File: src/rtl/led_page_sequencer_pkg.sv
// Shared definitions for the LED page sequencer: page/offset/address widths,
// default channel count, FSM state encodings and the effective-end helper.
package led_page_sequencer_pkg;

  localparam int PAGE_W      = 7;
  localparam int OFF_W       = 6;
  localparam int ADDR_W      = PAGE_W + OFF_W;
  localparam int LED_NUM_DEF = 16;

  localparam logic [PAGE_W-1:0] PAGE_MAX = 7'h7F;

  // FSM encodings, also presented on the debug state output.
  localparam logic [1:0] ST_IDLE   = 2'd0;
  localparam logic [1:0] ST_FETCH  = 2'd1;
  localparam logic [1:0] ST_COMMIT = 2'd2;
  localparam logic [1:0] ST_WAIT   = 2'd3;

  // An end page below the start page collapses to a single-page sequence.
  function automatic logic [PAGE_W-1:0] eff_end_page(input logic [PAGE_W-1:0] start_pg,
                                                     input logic [PAGE_W-1:0] end_pg);
    return (end_pg < start_pg) ? start_pg : end_pg;
  endfunction

endpackage

File: src/rtl/led_seq_frame_timer.sv
// Frame timer: counts timebase ticks while enabled and raises due_o on the
// tick that completes a frame period of frame_div_i+1 ticks.
module led_seq_frame_timer #(
  parameter int FDIV_W = 16
) (
  input  logic              clk,
  input  logic              rst,
  input  logic              clr_i,
  input  logic              en_i,
  input  logic              tick_i,
  input  logic [FDIV_W-1:0] frame_div_i,
  output logic              due_o
);

  logic [FDIV_W-1:0] cnt_q, cnt_d;

  // >= rather than == so a live shrink of the divider cannot strand the count.
  assign due_o = en_i && tick_i && (cnt_q >= frame_div_i);

  // Next count: clear on request or at frame end, otherwise step on each tick.
  always_comb begin
    cnt_d = cnt_q;
    if (clr_i || due_o) begin
      cnt_d = '0;
    end else if (en_i && tick_i) begin
      cnt_d = cnt_q + FDIV_W'(1);
    end
  end

  // Tick counter register.
  always_ff @(posedge clk) begin
    if (rst) begin
      cnt_q <= '0;
    end else begin
      cnt_q <= cnt_d;
    end
  end

endmodule

File: src/rtl/led_page_sequencer.sv
// LED page sequencer: fetches one page of duties from the PWM RAM into a
// shadow buffer, commits it atomically to duty_o, then waits a frame period.
// Optional build macro: LED_SEQ_PINGPONG_EN (bounce between start and end
// page instead of wrapping when looping).
module led_page_sequencer
  import led_page_sequencer_pkg::*;
#(
  parameter int LED_NUM = LED_NUM_DEF,
  parameter int RD_LAT  = 1,
  parameter int FDIV_W  = 16
) (
  input  logic                 clk,
  input  logic                 rst,
  input  logic                 run_i,
  input  logic                 tick_i,
  input  logic [PAGE_W-1:0]    cfg_start_page,
  input  logic [PAGE_W-1:0]    cfg_end_page,
  input  logic [FDIV_W-1:0]    cfg_frame_div,
  input  logic                 cfg_loop,
  output logic [ADDR_W-1:0]    rd_addr_o,
  input  logic [7:0]           rd_data_i,
  output logic [LED_NUM*8-1:0] duty_o,
  output logic                 duty_load_o,
  output logic [PAGE_W-1:0]    cur_page_o,
  output logic                 busy_o,
  output logic                 done_o,
  output logic [1:0]           dbg_state_o
);

  localparam int FCNT_W = 7;
  localparam logic [FCNT_W-1:0] FETCH_LAST = FCNT_W'(LED_NUM + RD_LAT - 1);

  logic [1:0]           state_q, state_d;
  logic [PAGE_W-1:0]    page_q, page_d;
  logic [FCNT_W-1:0]    fcnt_q, fcnt_d;
  logic [ADDR_W-1:0]    addr_q, addr_d;
  logic                 done_q, done_d;
  logic [LED_NUM*8-1:0] duty_q;
  logic [PAGE_W-1:0]    cur_page_q;
  logic [7:0]           shadow_q [LED_NUM];

  logic                 timer_clr, frame_due, commit_en, cap_en, at_end;
  logic [FCNT_W-1:0]    cap_idx;
  logic [PAGE_W-1:0]    eff_end;
`ifdef LED_SEQ_PINGPONG_EN
  logic                 dir_q, dir_d;   // 1 = ascending
`endif

  // duty_o/duty_load_o contract: duty_load_o is high for exactly the one
  // cycle whose closing edge loads duty_o and cur_page_o with the new frame;
  // there is no back-pressure, the consumer must take it on that edge.
  assign commit_en   = (state_q == ST_COMMIT) && run_i;
  assign duty_load_o = commit_en;
  assign duty_o      = duty_q;
  assign cur_page_o  = cur_page_q;
  assign rd_addr_o   = addr_q;
  assign busy_o      = (state_q != ST_IDLE);
  assign done_o      = done_q;
  assign dbg_state_o = state_q;

  // Read data for offset n arrives RD_LAT cycles after its address.
  assign cap_en  = (state_q == ST_FETCH) && (fcnt_q >= FCNT_W'(RD_LAT));
  assign cap_idx = fcnt_q - FCNT_W'(RD_LAT);
  assign eff_end = eff_end_page(cfg_start_page, cfg_end_page);
  // 127 is treated as an end so page arithmetic never wraps to 0.
  assign at_end  = (page_q == eff_end) || (page_q == PAGE_MAX);

  led_seq_frame_timer #(.FDIV_W(FDIV_W)) u_timer (
    .clk         (clk),
    .rst         (rst),
    .clr_i       (timer_clr),
    .en_i        (state_q == ST_WAIT),
    .tick_i      (tick_i),
    .frame_div_i (cfg_frame_div),
    .due_o       (frame_due)
  );

  // Sequencer FSM next-state, read addressing and page advance.
  always_comb begin
    state_d   = state_q;
    page_d    = page_q;
    fcnt_d    = fcnt_q;
    addr_d    = addr_q;
    done_d    = done_q;
    timer_clr = 1'b0;
`ifdef LED_SEQ_PINGPONG_EN
    dir_d     = dir_q;
`endif
    if (!run_i) begin
      state_d = ST_IDLE;
      done_d  = 1'b0;
    end else begin
      case (state_q)
        ST_IDLE: begin
          if (!done_q) begin
            page_d    = cfg_start_page;
            fcnt_d    = '0;
            addr_d    = {cfg_start_page, {OFF_W{1'b0}}};
            timer_clr = 1'b1;
            state_d   = ST_FETCH;
`ifdef LED_SEQ_PINGPONG_EN
            dir_d     = 1'b1;
`endif
          end
        end
        ST_FETCH: begin
          if (fcnt_q < FCNT_W'(LED_NUM - 1)) begin
            addr_d = {page_q, OFF_W'(fcnt_q + FCNT_W'(1))};
          end
          if (fcnt_q == FETCH_LAST) begin
            state_d = ST_COMMIT;
          end else begin
            fcnt_d = fcnt_q + FCNT_W'(1);
          end
        end
        ST_COMMIT: begin
          state_d = ST_WAIT;
`ifdef LED_SEQ_PINGPONG_EN
          if (dir_q) begin
            if (!at_end) begin
              page_d = page_q + 7'd1;
            end else if (cfg_loop) begin
              if (eff_end == cfg_start_page) begin
                page_d = cfg_start_page;
              end else begin
                page_d = page_q - 7'd1;
                dir_d  = 1'b0;
              end
            end else begin
              done_d  = 1'b1;
              state_d = ST_IDLE;
            end
          end else begin
            if (page_q > cfg_start_page) begin
              page_d = page_q - 7'd1;
            end else begin
              dir_d  = 1'b1;
              page_d = (eff_end != cfg_start_page) ? cfg_start_page + 7'd1 : cfg_start_page;
            end
          end
`else
          if (!at_end) begin
            page_d = page_q + 7'd1;
          end else if (cfg_loop) begin
            page_d = cfg_start_page;
          end else begin
            done_d  = 1'b1;
            state_d = ST_IDLE;
          end
`endif
        end
        default: begin
          if (frame_due) begin
            fcnt_d  = '0;
            addr_d  = {page_q, {OFF_W{1'b0}}};
            state_d = ST_FETCH;
          end
        end
      endcase
    end
  end

  // Control registers.
  always_ff @(posedge clk) begin
    if (rst) begin
      state_q <= ST_IDLE;
      page_q  <= '0;
      fcnt_q  <= '0;
      addr_q  <= '0;
      done_q  <= 1'b0;
    end else begin
      state_q <= state_d;
      page_q  <= page_d;
      fcnt_q  <= fcnt_d;
      addr_q  <= addr_d;
      done_q  <= done_d;
    end
  end

`ifdef LED_SEQ_PINGPONG_EN
  // Sweep direction register.
  always_ff @(posedge clk) begin
    if (rst) begin
      dir_q <= 1'b1;
    end else begin
      dir_q <= dir_d;
    end
  end
`endif

  // Shadow capture during fetch and atomic commit to the duty outputs.
  always_ff @(posedge clk) begin
    if (rst) begin
      duty_q     <= '0;
      cur_page_q <= '0;
      for (int k = 0; k < LED_NUM; k++) shadow_q[k] <= 8'h00;
    end else begin
      for (int k = 0; k < LED_NUM; k++) begin
        if (cap_en && (cap_idx == FCNT_W'(k))) shadow_q[k] <= rd_data_i;
      end
      if (commit_en) begin
        for (int k = 0; k < LED_NUM; k++) duty_q[8*k +: 8] <= shadow_q[k];
        cur_page_q <= page_q;
      end
    end
  end

endmodule

File: config.mk
export PLATFORM = sky130hd
export DESIGN_NAME = led_page_sequencer
export DESIGN_NICKNAME = d
export VERILOG_FILES = /design/src/rtl/led_page_sequencer_pkg.sv /design/src/rtl/led_seq_frame_timer.sv /design/src/rtl/led_page_sequencer.sv
export SDC_FILE = /design/constraint.sdc
export NUM_CORES = 1
export LEC_CHECK = 0
export CAP_MARGIN = 20
export CELL_PAD_IN_SITES_DETAIL_PLACEMENT = 1
export CELL_PAD_IN_SITES_GLOBAL_PLACEMENT = 1
export CORE_MARGIN = 2
export CORE_UTILIZATION = 41
export DETAILED_ROUTE_END_ITERATION = 6
export GPL_ROUTABILITY_DRIVEN = 0
export PLACE_DENSITY = 0.85
export SLEW_MARGIN = 40
export SYNTH_ARGS = -nofsm -noshare
export SYNTH_HDL_FRONTEND = slang
export SYNTH_SLANG_ARGS = --single-unit
File: constraint.sdc
create_clock -name clk -period 3.2 [get_ports clk]
set_input_delay 0.32 -clock clk [delete_from_list [all_inputs] [get_ports clk]]
set_output_delay 0.32 -clock clk [all_outputs]
set_load 0.1 [all_outputs]
; Yosys cells after proc, flatten, opt, wreduce, memory -nomap -nowiden
; Memory sizes are Yosys's and may differ from the RTL's. A register that Yosys moved wholly into a read port is not among the register bits.
; Index checks and enable logic that the tools add are counted.
[word_totals]
regBits = 53
ram_bits = 128
in_bits = 43
out_inout_bits = 153
elab_cells = 184
mem_count = 1
[memory_table]
columns = name, depth, word_bits, rd, rd_ports_with_merged_regs, write_ports, line_no
row1 = shadow_q, 16, 8, 16, 16, 16, led_page_sequencer.sv:40  ; logic [7:0] shadow_q [LED_NUM];
[classes]
addsub = 4
n_lt_le_gt_ge = 4
n_eq_ne = 26
mux = 88
n_bitwise = 19
n_reduce_logical = 35
[ops]
columns = cell, n
row1 = 8-bit two-way mux, 16
row2 = "7-bit by 4-bit == test with 1-bit output, second input constant", 8
row3 = 1-bit two-way mux, 53
row4 = 7-bit two-way mux, 7
row5 = 13-bit two-way mux, 3
row6 = 13-bit case mux with 3 select lines, 1
row7 = "7-bit by 3-bit == test with 1-bit output, second input constant", 4
row8 = 7-bit case mux with 3 select lines, 1
row9 = 1-bit logical AND, 20
row10 = "16-bit by 1-bit adder with 16-bit output, second input constant", 1
row11 = 16-bit >= comparator, 1
row12 = 1-bit bitwise OR, 16
row13 = "7-bit by 1-bit adder with 7-bit output, second input constant", 2
row14 = "7-bit by 2-bit == test with 1-bit output, second input constant", 2
row15 = 7-bit case mux with 2 select lines, 1
row16 = 2-bit two-way mux, 5
row17 = 5-bit AND reduction, 2
row18 = "7-bit by 1-bit == test with 1-bit output, second input constant", 1
row19 = "7-bit by 5-bit == test with 1-bit output, second input constant", 1
row20 = 7-bit == test, 1
row21 = "7-bit == test, second input constant", 1
row22 = "7-bit by 1-bit >= comparator with 1-bit output, second input constant", 1
row23 = 7-bit zero test, 1
row24 = "7-bit by 4-bit < comparator with 1-bit output, second input constant", 1
row25 = 17 further kinds, 26

; Logic depth before layout (Yosys ltp)
[logic_depth]
depth_word = 7
mapped_depth = 11

; Cells and area by module
; Synthesis repeated with hierarchy kept, for this count alone.
[hier_totals]
cells_unflattened = 1258
hier_area_um2 = 12309.3
[by_module_without_submodules]
columns = module, instances, cells_per_inst, area_each_um2, seq_area_each_um2
row1 = led_page_sequencer, 1, 1124, 11164.5, 7146.9
row2 = led_seq_frame_timer, 1, 134, 1144.8, 320.3

; Worst setup path after synthesis
; No wires, ideal clock.
[synth_timing]
kind = reg2reg
start = register state_q[1], in the netlist dbg_state_o[1]
end = register duty_q[14], in the netlist duty_o[14] (read register of shadow_q)
setup_ns = 0.070
arrival_ns = 3.018
path_slack_ns = 0.112
stages_incl_launch_ff = 8
path_buffers = 2
synth_period_minus_slack_ns = 3.088
cell_sequence = dfxtp_1 > ha_1 > clkbuf_8 > nand2_1 > inv_2 > clkbuf_1 > nand2_1 > a21oi_1
[synth_via]
elab_chain_len = 2
[synth_lines]
columns = element, line_no
row1 = start: declaration, led_page_sequencer.sv:33  ; logic [1:0] state_q, state_d;
row2 = start signal: assignment, led_page_sequencer.sv:172  ; state_q <= state_d;
row3 = 2-bit == test, led_page_sequencer.sv:52  ; assign commit_en = (state_q == ST_COMMIT) && run_i;
row4 = 1-bit logical AND, led_page_sequencer.sv:52
row5 = named net duty_load_o, led_page_sequencer.sv:23  ; output logic duty_load_o,
row6 = end: declaration, led_page_sequencer.sv:38  ; logic [LED_NUM*8-1:0] duty_q;
; The timed path passes the listed nets, and every way through them passes these cells.
; A chain may end at the register's enable or synchronous reset.

==> impl_metrics.ini <==
[clock_network]
cts.reportedPaths.clkPinSlew_ps = 50
post_cts_buffers = 0
htreeDepth = 2
root_buffer = clkbuf_16
clock_latency_ps = 510
cts_buffers = 34
clkSinkCount = 309
tritoncts = done
cts_buffer_depth = 3
postCtsHoldBufs = 0

[setup_path]
crit_type = flop to flop
required_ps = 3360
crit_slowest_cell = dfxtp_1
critPathMaxStageDelay_ps = 520
arrival_ps = 3140
worstSetupStartpointType = flop
crit_fanout = 12
path_cells = inv_1 > ha_1 > o21ai_0 > a32oi_1 > o21a_1 > a2111oi_4 > buf_4 > and2_1 > a21o_1
critPathCaptureType = flop

[sta]
final.setup.tns_ps = 0
fin_ws_ps = 218
setup_viol = 0
clock_skew_ps = 15.6
worstMarginPinSlew_ps = 827
final-hold-violation-count = 0
timing.fmax_mhz = 335
fin_crit_ps = 2980
fin_crit_sh = 0.932
relSlewSlack = 0.449
rsz0062_at_grt = no
report.final.slew_viol_count = 0

[routing]
drc = 0
num_vias = 9840
dr.first_iter.drc_count = 542
ant_nets = 0
dr.pass1.iters = 5
wl_per_cell_um = 18.8
wirelength_um = 34900
avgViaCountPerCell = 5.31

[power]
ir_worst_vdd_mv = 0.458
p_leak_nw = 5.99
power-per-cell-area_nw_per_um2 = 740

[synthesis]
synth_nets = 1346
synth_adder_area_share = 0.0354
syn_avg_cell_area_um2 = 9.76
synthArstFlopShare = 0
ys_seq_area_frac = 0.603
synth_xor_area_frac = 0.0233
syn-cell-area_um2 = 12400
synth-compound-area-share = 0.124
synth_edf_count = 128
yosys.area_share.simple = 0.171
ys_types = 58
synth_ff_type = dfxtp_1
netlist_instances = 1268
synth_top_family_by_area = simple AND/OR/NAND/NOR gates
synth-seq-cells = 309
synth_mux_area_frac = 0.00202
yosysWarnings = 0

[floorplanning]
die_area_um2 = 31600
start_util = 0.417
ios = 196
core_um2 = 29700
dieWidth_um = 178
die_y_um = 178
rows = 63

[placement]
dp_hpwl_um = 24100
pre_cts_ws_ps = 116
portBuffers = 195

[global_route]
first_global_vias = 10200
antenna_found_initial = 0
grt_overflow = 0
use_met2 = 0.384
met1_usage = 0.269
grt_busiest_layer = met2
grt.met3_usage = 0.0456
grt_max_degree = 136
grt.total_usage = 0.219
grt_first_pass_wirelength_um = 54000

[cells_and_area]
drive_above_1_share = 0.174
area_growth_pct = 21.9
insertedDiodeCount = 0
nets = 1516

[outcome]
status = finished, final reports clean

[run]
cap_violations = 0

[min_path]
min_path_type = primary input to flop
[stage by stage]
| step | instances | util | power, mW | hold WS (ps) | cell area [µm²] |
|---|---|---|---|---|---|
| after floorplan | 1268 | - | 6.56 | 465 | 12400 |
| after global placement | 1792 | 0.492 | 7.24 | 442 | 14600 |
| after detailed placement | 1792 | 0.468 | 7.18 | 447 | 13900 |
| after CTS | 1853 | 0.507 | 11.2 | 177 | 15100 |
| after global routing | 1853 | 0.508 | 11.6 | 196 | 15100 |
| final | 1853 | 0.508 | 11.2 | 201 | 15100 |
[final timing paths]
path | end | from | slack, ps | cells past startpoint
max | shadow_q[1][17] | fcnt_q[0] | 220 | 9
min | rd_addr_o[1] | rst | 200 | 2
max reg2reg | shadow_q[1][17] | fcnt_q[0] | 220 | 9
min reg2reg | duty_o[0] | duty_o[0] | 450 | 2
[Yosys cell counts (3+ instances only)]
master,number,area (µm²)
nand2_1,321,1200
dfxtp_1,181,3620
a21oi_1,161,806
edfxtp_1,128,3840
nor2_1,122,458
clkbuf_1,55,206
inv_1,44,165
ha_1,35,438
xor2_1,19,166
o21ai_0,14,70.1
xnor2_1,14,123
buf_1,13,48.8
a21o_1,12,90.1
nand3_1,11,55.1
nand3_2,10,100
nor3_1,10,50.1
and3_1,9,56.3
nand4_1,9,56.3
a311oi_1,8,70.1
a22oi_1,7,52.6
o211ai_1,7,52.6
a31oi_1,6,37.5
nor4_1,6,37.5
o21a_1,5,37.5
nand2b_1,4,25.0
o32ai_1,4,35.0
o41ai_1,4,35.0
a211oi_1,3,22.5
and2_1,3,18.8
clkbuf_8,3,41.3
o21ai_1,3,15.0
[routing by layer]
layer / vias to the layer above / wire (µm)
met5: - / 0
met2: 271 / 17200
li1: 4651 / -
met4: 0 / 793
met3: 62 / 2160
met1: 4856 / 14700
[layout make-up]
cell class | instances | area (µm²)
well taps | 390 | 488
clock buffers | 48 | 955
multi-input cells | 836 | 4440
repair buffers | 210 | 1350
fillers | 3343 | 14600
clock inverters | 13 | 206
flip-flops and latches | 309 | 7470
inverters | 47 | 179
[flip-flops by register name, summed over array words and instances (netlist names)]
register / cells
duty_o: 128
page_q: 7
fcnt_q: 7
done_o: 1
shadow_q: 128
cur_page_o: 7
dbg_state_o: 2
rd_addr_o: 13
u_timer.cnt_q: 16
[report_power, final]
group	internal, mW	total (mW)	switching (mW)
Clock	2.50	4.06	1.57
Combinational	0.523	2.56	2.04
Sequential	4.36	4.54	0.183
[cell families after synthesis]
group,count (synthesis)
compound gates,253
xor+xnor,33
fa+ha+maj,35
buf+inv,123
flops,309
mux,2
simple gates,513
[worst max-delay path, delay by kind of cell (launching register included)]
family	cells	cell delay, ps
and+or+nand+nor	1	190
DFF	1	520
adders and majority gates	1	320
AOI/OAI and AO/OA	5	1130
buffers and inverters	2	480
[repair_timing]
action                                  CTS  global route
endpoints found under the hold margin     0             0
endpoints found under the setup margin    0           120
resized for setup                         0            15
[layout by cell type, fill, tap and decap left out, types with 4 or more instances in the layout]
| cell | synthesis | routed |
|---|---|---|
| xor2_1 | 19 | 19 |
| a31oi_1 | 6 | 6 |
| o21ai_0 | 14 | 14 |
| buf_2 | 1 | 147 |
| nand2b_1 | 4 | 4 |
| a21o_2 | 0 | 5 |
| edfxtp_1 | 128 | 128 |
| o211ai_1 | 7 | 7 |
| ha_1 | 35 | 35 |
| dfxtp_1 | 181 | 181 |
| a21o_1 | 12 | 7 |
| buf_4 | 2 | 19 |
| o41ai_1 | 4 | 4 |
| xnor2_1 | 14 | 14 |
| o32ai_1 | 4 | 4 |
| nor4_1 | 6 | 6 |
| and3_1 | 9 | 9 |
| a22oi_1 | 7 | 7 |
| clkdlybuf4s50_1 | 0 | 41 |
| clkbuf_16 | 0 | 35 |
| nand2_2 | 0 | 10 |
| nor2_1 | 122 | 122 |
| inv_1 | 44 | 44 |
| nand3_1 | 11 | 11 |
| bufinv_16 | 0 | 5 |
| nand2_1 | 321 | 310 |
| nand3_2 | 10 | 10 |
| nand4_1 | 9 | 9 |
| a21oi_1 | 161 | 161 |
| clkbuf_1 | 55 | 10 |
| nor3_1 | 10 | 10 |
| o21a_1 | 5 | 5 |
| a311oi_1 | 8 | 8 |
Power figures use the tool's default switching activity.
